## src/rtl/wb_regfile_pkg.sv

```systemverilog
// Shared processor definitions used by the write-back stage and the pipeline registers.
package wb_regfile_pkg;

    localparam int XLEN       = 32;
    localparam int REG_ADDR_W = 5;
    localparam int CNT_W      = 32;

    localparam logic [REG_ADDR_W-1:0] X0_IDX = '0;

    // A write only commits when enabled and not aimed at the hardwired zero register.
    function automatic logic commitsWrite(input logic we, input logic [REG_ADDR_W-1:0] rd);
        return we && (rd != X0_IDX);
    endfunction

endpackage

```

## src/rtl/wb_regfile_wb_mux.sv

```systemverilog
// Write-back data selection between load data and the ALU result.
module wb_mux
    import wb_regfile_pkg::*;
#(
    parameter int XLEN = wb_regfile_pkg::XLEN
) (
    input  logic [XLEN-1:0] read_data_i,
    input  logic [XLEN-1:0] alu_result_i,
    input  logic            mem_to_reg_i,
    output logic [XLEN-1:0] wb_data_o
);

    assign wb_data_o = mem_to_reg_i ? read_data_i : alu_result_i;

endmodule

```

## src/rtl/wb_regfile.sv

```systemverilog
// Architectural register file with write-back bypass, x0 hardwiring and a commit counter.
module wb_regfile
    import wb_regfile_pkg::*;
#(
    parameter int XLEN = wb_regfile_pkg::XLEN,
    parameter int NREG = 32
) (
    input  logic                  clk,
    input  logic                  rst,
    input  logic [XLEN-1:0]       read_data_in,
    input  logic [XLEN-1:0]       alu_result_in,
    input  logic [REG_ADDR_W-1:0] rd_in,
    input  logic                  reg_write_in,
    input  logic                  mem_to_reg_in,
    input  logic [REG_ADDR_W-1:0] rs1_addr,
    input  logic [REG_ADDR_W-1:0] rs2_addr,
    output logic [XLEN-1:0]       rs1_data,
    output logic [XLEN-1:0]       rs2_data,
    output logic                  wb_we,
    output logic [REG_ADDR_W-1:0] wb_rd,
    output logic [XLEN-1:0]       wb_data,
    output logic [CNT_W-1:0]      wb_count
);

    logic [XLEN-1:0]  regs_q [NREG];
    logic [CNT_W-1:0] count_q;
    logic [CNT_W-1:0] count_d;
    logic [XLEN-1:0]  muxData;
    logic             writeEn;

    wb_mux #(.XLEN(XLEN)) u_wb_mux (
        .read_data_i  (read_data_in),
        .alu_result_i (alu_result_in),
        .mem_to_reg_i (mem_to_reg_in),
        .wb_data_o    (muxData)
    );

    // Reset also masks the enable so nothing can commit or bypass while it is asserted.
    assign writeEn  = rst && commitsWrite(reg_write_in, rd_in);
    assign wb_we    = writeEn;
    assign wb_rd    = rd_in;
    assign wb_data  = muxData;
    assign wb_count = count_q;

    always_ff @(posedge clk or negedge rst) begin
        if (!rst) begin
            for (int i = 0; i < NREG; i++) begin
                regs_q[i] <= '0;
            end
        end else if (writeEn) begin
            regs_q[rd_in] <= muxData;
        end
    end

    always_comb begin
        count_d = count_q;
        if (writeEn) begin
            count_d = count_q + 1'b1;
        end
    end

    always_ff @(posedge clk or negedge rst) begin
        if (!rst) begin
            count_q <= '0;
        end else begin
            count_q <= count_d;
        end
    end

    // Same-cycle hazard: the value being written this edge wins over the stale array entry.
    always_comb begin
        rs1_data = '0;
        rs2_data = '0;
        if (rst) begin
            if (rs1_addr != X0_IDX) begin
                rs1_data = (writeEn && rs1_addr == rd_in) ? muxData : regs_q[rs1_addr];
            end
            if (rs2_addr != X0_IDX) begin
                rs2_data = (writeEn && rs2_addr == rd_in) ? muxData : regs_q[rs2_addr];
            end
        end
    end

endmodule

```

## config.mk

```make
export PLATFORM = sky130hd
export DESIGN_NAME = wb_regfile
export DESIGN_NICKNAME = d
export VERILOG_FILES = /design/src/rtl/wb_regfile_pkg.sv /design/src/rtl/wb_regfile_wb_mux.sv /design/src/rtl/wb_regfile.sv
export SDC_FILE = /design/constraint.sdc
export NUM_CORES = 2
export LEC_CHECK = 0
export CAP_MARGIN = 5
export CORE_MARGIN = 4
export CORE_UTILIZATION = 58
export CTS_BUF_LIST = sky130_fd_sc_hd__clkbuf_8
export DETAILED_ROUTE_END_ITERATION = 7
export GPL_TIMING_DRIVEN = 0
export PLACE_DENSITY_LB_ADDON = 0.25
export SETUP_SLACK_MARGIN = 0.5
export SYNTH_ARGS = -nofsm -noshare
export SYNTH_HDL_FRONTEND = slang
export SYNTH_HIERARCHICAL = 1
export SYNTH_SLANG_ARGS = --single-unit
```

## constraint.sdc

```tcl
create_clock -name clk -period 2 [get_ports clk]
set_input_delay 0.2 -clock clk [delete_from_list [all_inputs] [get_ports clk]]
set_output_delay 0.2 -clock clk [all_outputs]
set_load 0.02 [all_outputs]
```

==> impl_metrics.csv <==
group,metric,value,unit
run_status,status,"complete, but fails checks",
run_status,violations,"max-capacitance violations, max-slew violations, negative setup slack",
clocking,cts_tree,"built",
timing,rsz0062_at_grt,"true",
synthesis,ys_seq_area_share,45.7,%
timing,drv_slew,11,
routing,drc,0,
clocking,numCtsBuffers,177,
synthesis,yosysWarnings,6,
floorplan,die-area,0.105,mm2
synthesis,synth_nets,4222,
timing,hold_slack,6.23,ps
global_route,grt_overflow_total,0,
routing,vias,44500,
timing,setup_violations,64,
timing,timing.fmax,312,MHz
final_layout,postLayoutCellArea,0.0702,mm2
global_route,grt_pass1_vias,44600,
worst_setup_path,crit_path_end_kind,"primary output",
synthesis,synth_common_cells,"1,056 x dfrtp_1, 986 x mux2_2, 416 x mux2i_1",
worst_setup_path,crit_type,"input port to primary output",
clocking,cts_htree_levels,4,
final_layout,nFillCells,6454,
global_route,antenna_found_initial,7,
worst_setup_path,cp_cell_sequence,"clkbuf_2, inv_1, clkbuf_4, a221oi_1, a22oi_1, a21oi_1, a211o_1, buf_6",
power,p_leak,32.4,nW
routing,drtAntennaViolNets,0,
timing,fin_skew,28.0,ps
timing,tns,-62420,ps
final_layout,drive_gt1_share,50.5,%
clocking,root_buffer,"clkbuf_8",
synthesis,synth_cells,4138,
routing,first_iter_violations,5400,
global_route,grt_use_total,40.8,%
synthesis,synth_largest_area_cell,"dfrtp_1",
routing,top_layer,"met5",
clocking,clkSlewWorstSetupHoldPaths,60,ps
power,net-switching-power,0.0179,W
clocking,clock_latency,870,ps
final_layout,syn_to_final_growth,21.5,%
clocking,cts_hold_buf,13,
power,p_int,0.0414,W
synthesis,synthArstFlopShare,100,%
synthesis,synth_area,0.0578,mm2
floorplan,start_util,58.6,%
worst_setup_path,cp_slowest_cell,"a221oi_1",
synthesis,ys_seq_elements,1056,
global_route,grt_max_degree,155,
timing,tightest_slew,1520,ps
floorplan,die_h,324,um
worst_setup_path,slowest_delay,580,ps
worst_setup_path,cp.arrival,3010,ps
floorplan,core,0.0986,mm2
synthesis,yosysUniqueCellTypes,48,
placed_design,placed_area,0.0625,mm2
synthesis,synth_most_common_cell,"dfrtp_1",
clocking,cts_sinks,1056,
synthesis,synth_ff_type,"dfrtp_1",
final_layout,fin_util,71.2,%
power,peakVddDrop,0.764,mV
routing,met1_length,77.5,mm
timing,post-route-worst-setup-slack,-1210,ps
worst_setup_path,critPathLaunchType,"input port",
routing,wl_met2,94.3,mm
worst_setup_path,cpLargestDelayFamily,"buffers and inverters",
power,power_density,845,mW/mm2
routing,dr.pass1.iters,7,
routing,wl_met3,30.0,mm
floorplan,num_rows,115,
timing,post-route-min-period,3210,ps
worst_setup_path,required,1800,ps
placed_design,hpwl,144,mm
power,swShare,30.2,%
job,cap_violations,1,
power,combPwrFrac,22.0,%
timing,finalCritPeriodShare,160,%
synthesis,avgSynthCellArea,14.0,um2
worst_setup_path,critPathBufInv,4,
placed_design,port_buffers,205,
clocking,clock_path_buffers,3,
routing,wl_per_cell,35.6,um
timing,finalHoldViolCount,0,
synthesis,synth_top_area_share,45.7,%
worst_hold_path,holdCritPathClass,"input port to flop",
placed_design,gp_congestion,0.984,
floorplan,ios,217,
floorplan,fp.dieW,324,um
placed_design,place_ws,-4410,ps
synthesis,synth_edf_count,0,
routing,viasPerCell,7.30,
timing,slew_headroom,-1.51,%
routing,totalWireLength,217,mm
power,clkPwrFrac,33.2,%
final_layout,fin_nets,4757,
worst_setup_path,path_max_fanout,10,
synthesis,synthTopCellsByArea,"dfrtp_1 46%, mux2_2 19%, mux4_2 12%, mux2i_1 7.2%, a221oi_1 1.9%",
power,seqPwrFrac,44.8,%
global_route,grt_pass1_wl,305,mm
[worst reg2reg max path, stage by stage (launching register included)]
cell	delay [ps]
dfrtp_2	430
ha_4	160
nand2_2	40
a2111o_1	350
nor2b_4	250
buf_8	200
nand4_1	120
xnor2_1	150
[area by class of cell]
class | count | area, um2 | share of cell area [%]
flip-flops and latches | 1056 | 26400 | 37.7
diodes | 6 | 15.0 | 0.0214
multi-input cells | 2604 | 31100 | 44.3
well taps | 1287 | 1610 | 2.29
plain buffers | 474 | 3280 | 4.68
clock inverters | 75 | 374 | 0.533
repair buffers | 356 | 4180 | 5.95
inverters | 4 | 17.5 | 0.0249
clock buffers | 230 | 3170 | 4.51
[kinds of logic (layout without fill, tap and decap cells)]
kind of cell             Yosys count  count (layout)  synth area share [%]
buffers and inverters            478            1139                  3.77
AO/OA/AOI/OAI                    551             551                  7.61
adder cells (fa/ha/maj)            1               1                0.0217
other                              0               6                     0
AND/OR/NAND/NOR                  251             251                  2.40
multiplexers                    1760            1760                  39.8
XOR/XNOR                          41              41                 0.622
flip-flops                      1056            1056                  45.7
[routing by layer]
layer  GRT usage, %  vias up
met5              0        -
met4           23.6        8
met3           16.9      977
met2           59.9     3415
met1           51.3    23000
li1               -    17100
[metrics by stage]
stage | std cells | total power, W
finish | 6092 | 0.0593
global route | 6089 | 0.0611
CTS | 6029 | 0.0584
detailed placement | 5639 | 0.0383
global placement | 5630 | 0.0369
floorplan | 4138 | 0.0341
[worst paths after layout]
check | start | to | slack [ps] | cells after the start
max in group asynchronous | rst | wb_count[18] | 420 | 7
min reg2reg | regs_q[1009] | regs_q[1009] | 480 | 1
max reg2reg | wb_count[0] | wb_count[22] | 170 | 7
min | rd_in[3] | regs_q[768] | 6 | 4
min in group asynchronous | rst | regs_q[20] | 80 | 2
max | rs1_addr[4] | rs1_data[2] | -1210 | 8
[placed cells by master, fill, tap and decap left out, drive strengths merged, types with 5 or more instances in the layout]
cell,count
dfrtp,1056
mux2,1024
clkbuf,493
buf,434
mux2i,416
mux4,320
a221oi,128
a22oi,96
clkdlybuf4s50,70
o21bai,64
a211oi,64
inv,61
nor2,61
nand3,53
nor2b,41
xnor2,37
o21ai,34
a221o,33
a21oi,32
a211o,32
o311a,32
and3b,32
a2bb2oi,32
dlymetal6s2s,31
nand2,26
bufbuf,16
nand4,13
clkinv,12
dlygate4sd3,11
diode,6
and2,5
and4,5
[power groups by stage]
| stage | logic (W) | registers, W | clock network, W |
|---|---|---|---|
| finish | 0.0130 | 0.0266 | 0.0197 |
| CTS | 0.0123 | 0.0264 | 0.0196 |
| detailed placement | 0.0115 | 0.0268 | 0 |
| global placement | 0.0105 | 0.0264 | 0 |
| global route | 0.0136 | 0.0269 | 0.0207 |
| floorplan | 0.00796 | 0.0262 | 0 |
[timing repair]
| item | in CTS | in global routing |
|---|---|---|
| gates resized for setup | 944 | 360 |
| setup buffers | 55 | 56 |
| cloned | 17 | 1 |
| hold endpoints to repair | 557 | 2 |
| setup endpoints to repair | 1668 | 1296 |
| pin swaps | 222 | 95 |
[flip-flops by register name, summed over array words and instances, names as in the netlist]
| signal | count |
|---|---|
| regs_q | 1024 |
| wb_count | 32 |
Note: power is estimated with default switching activity, not from simulation.
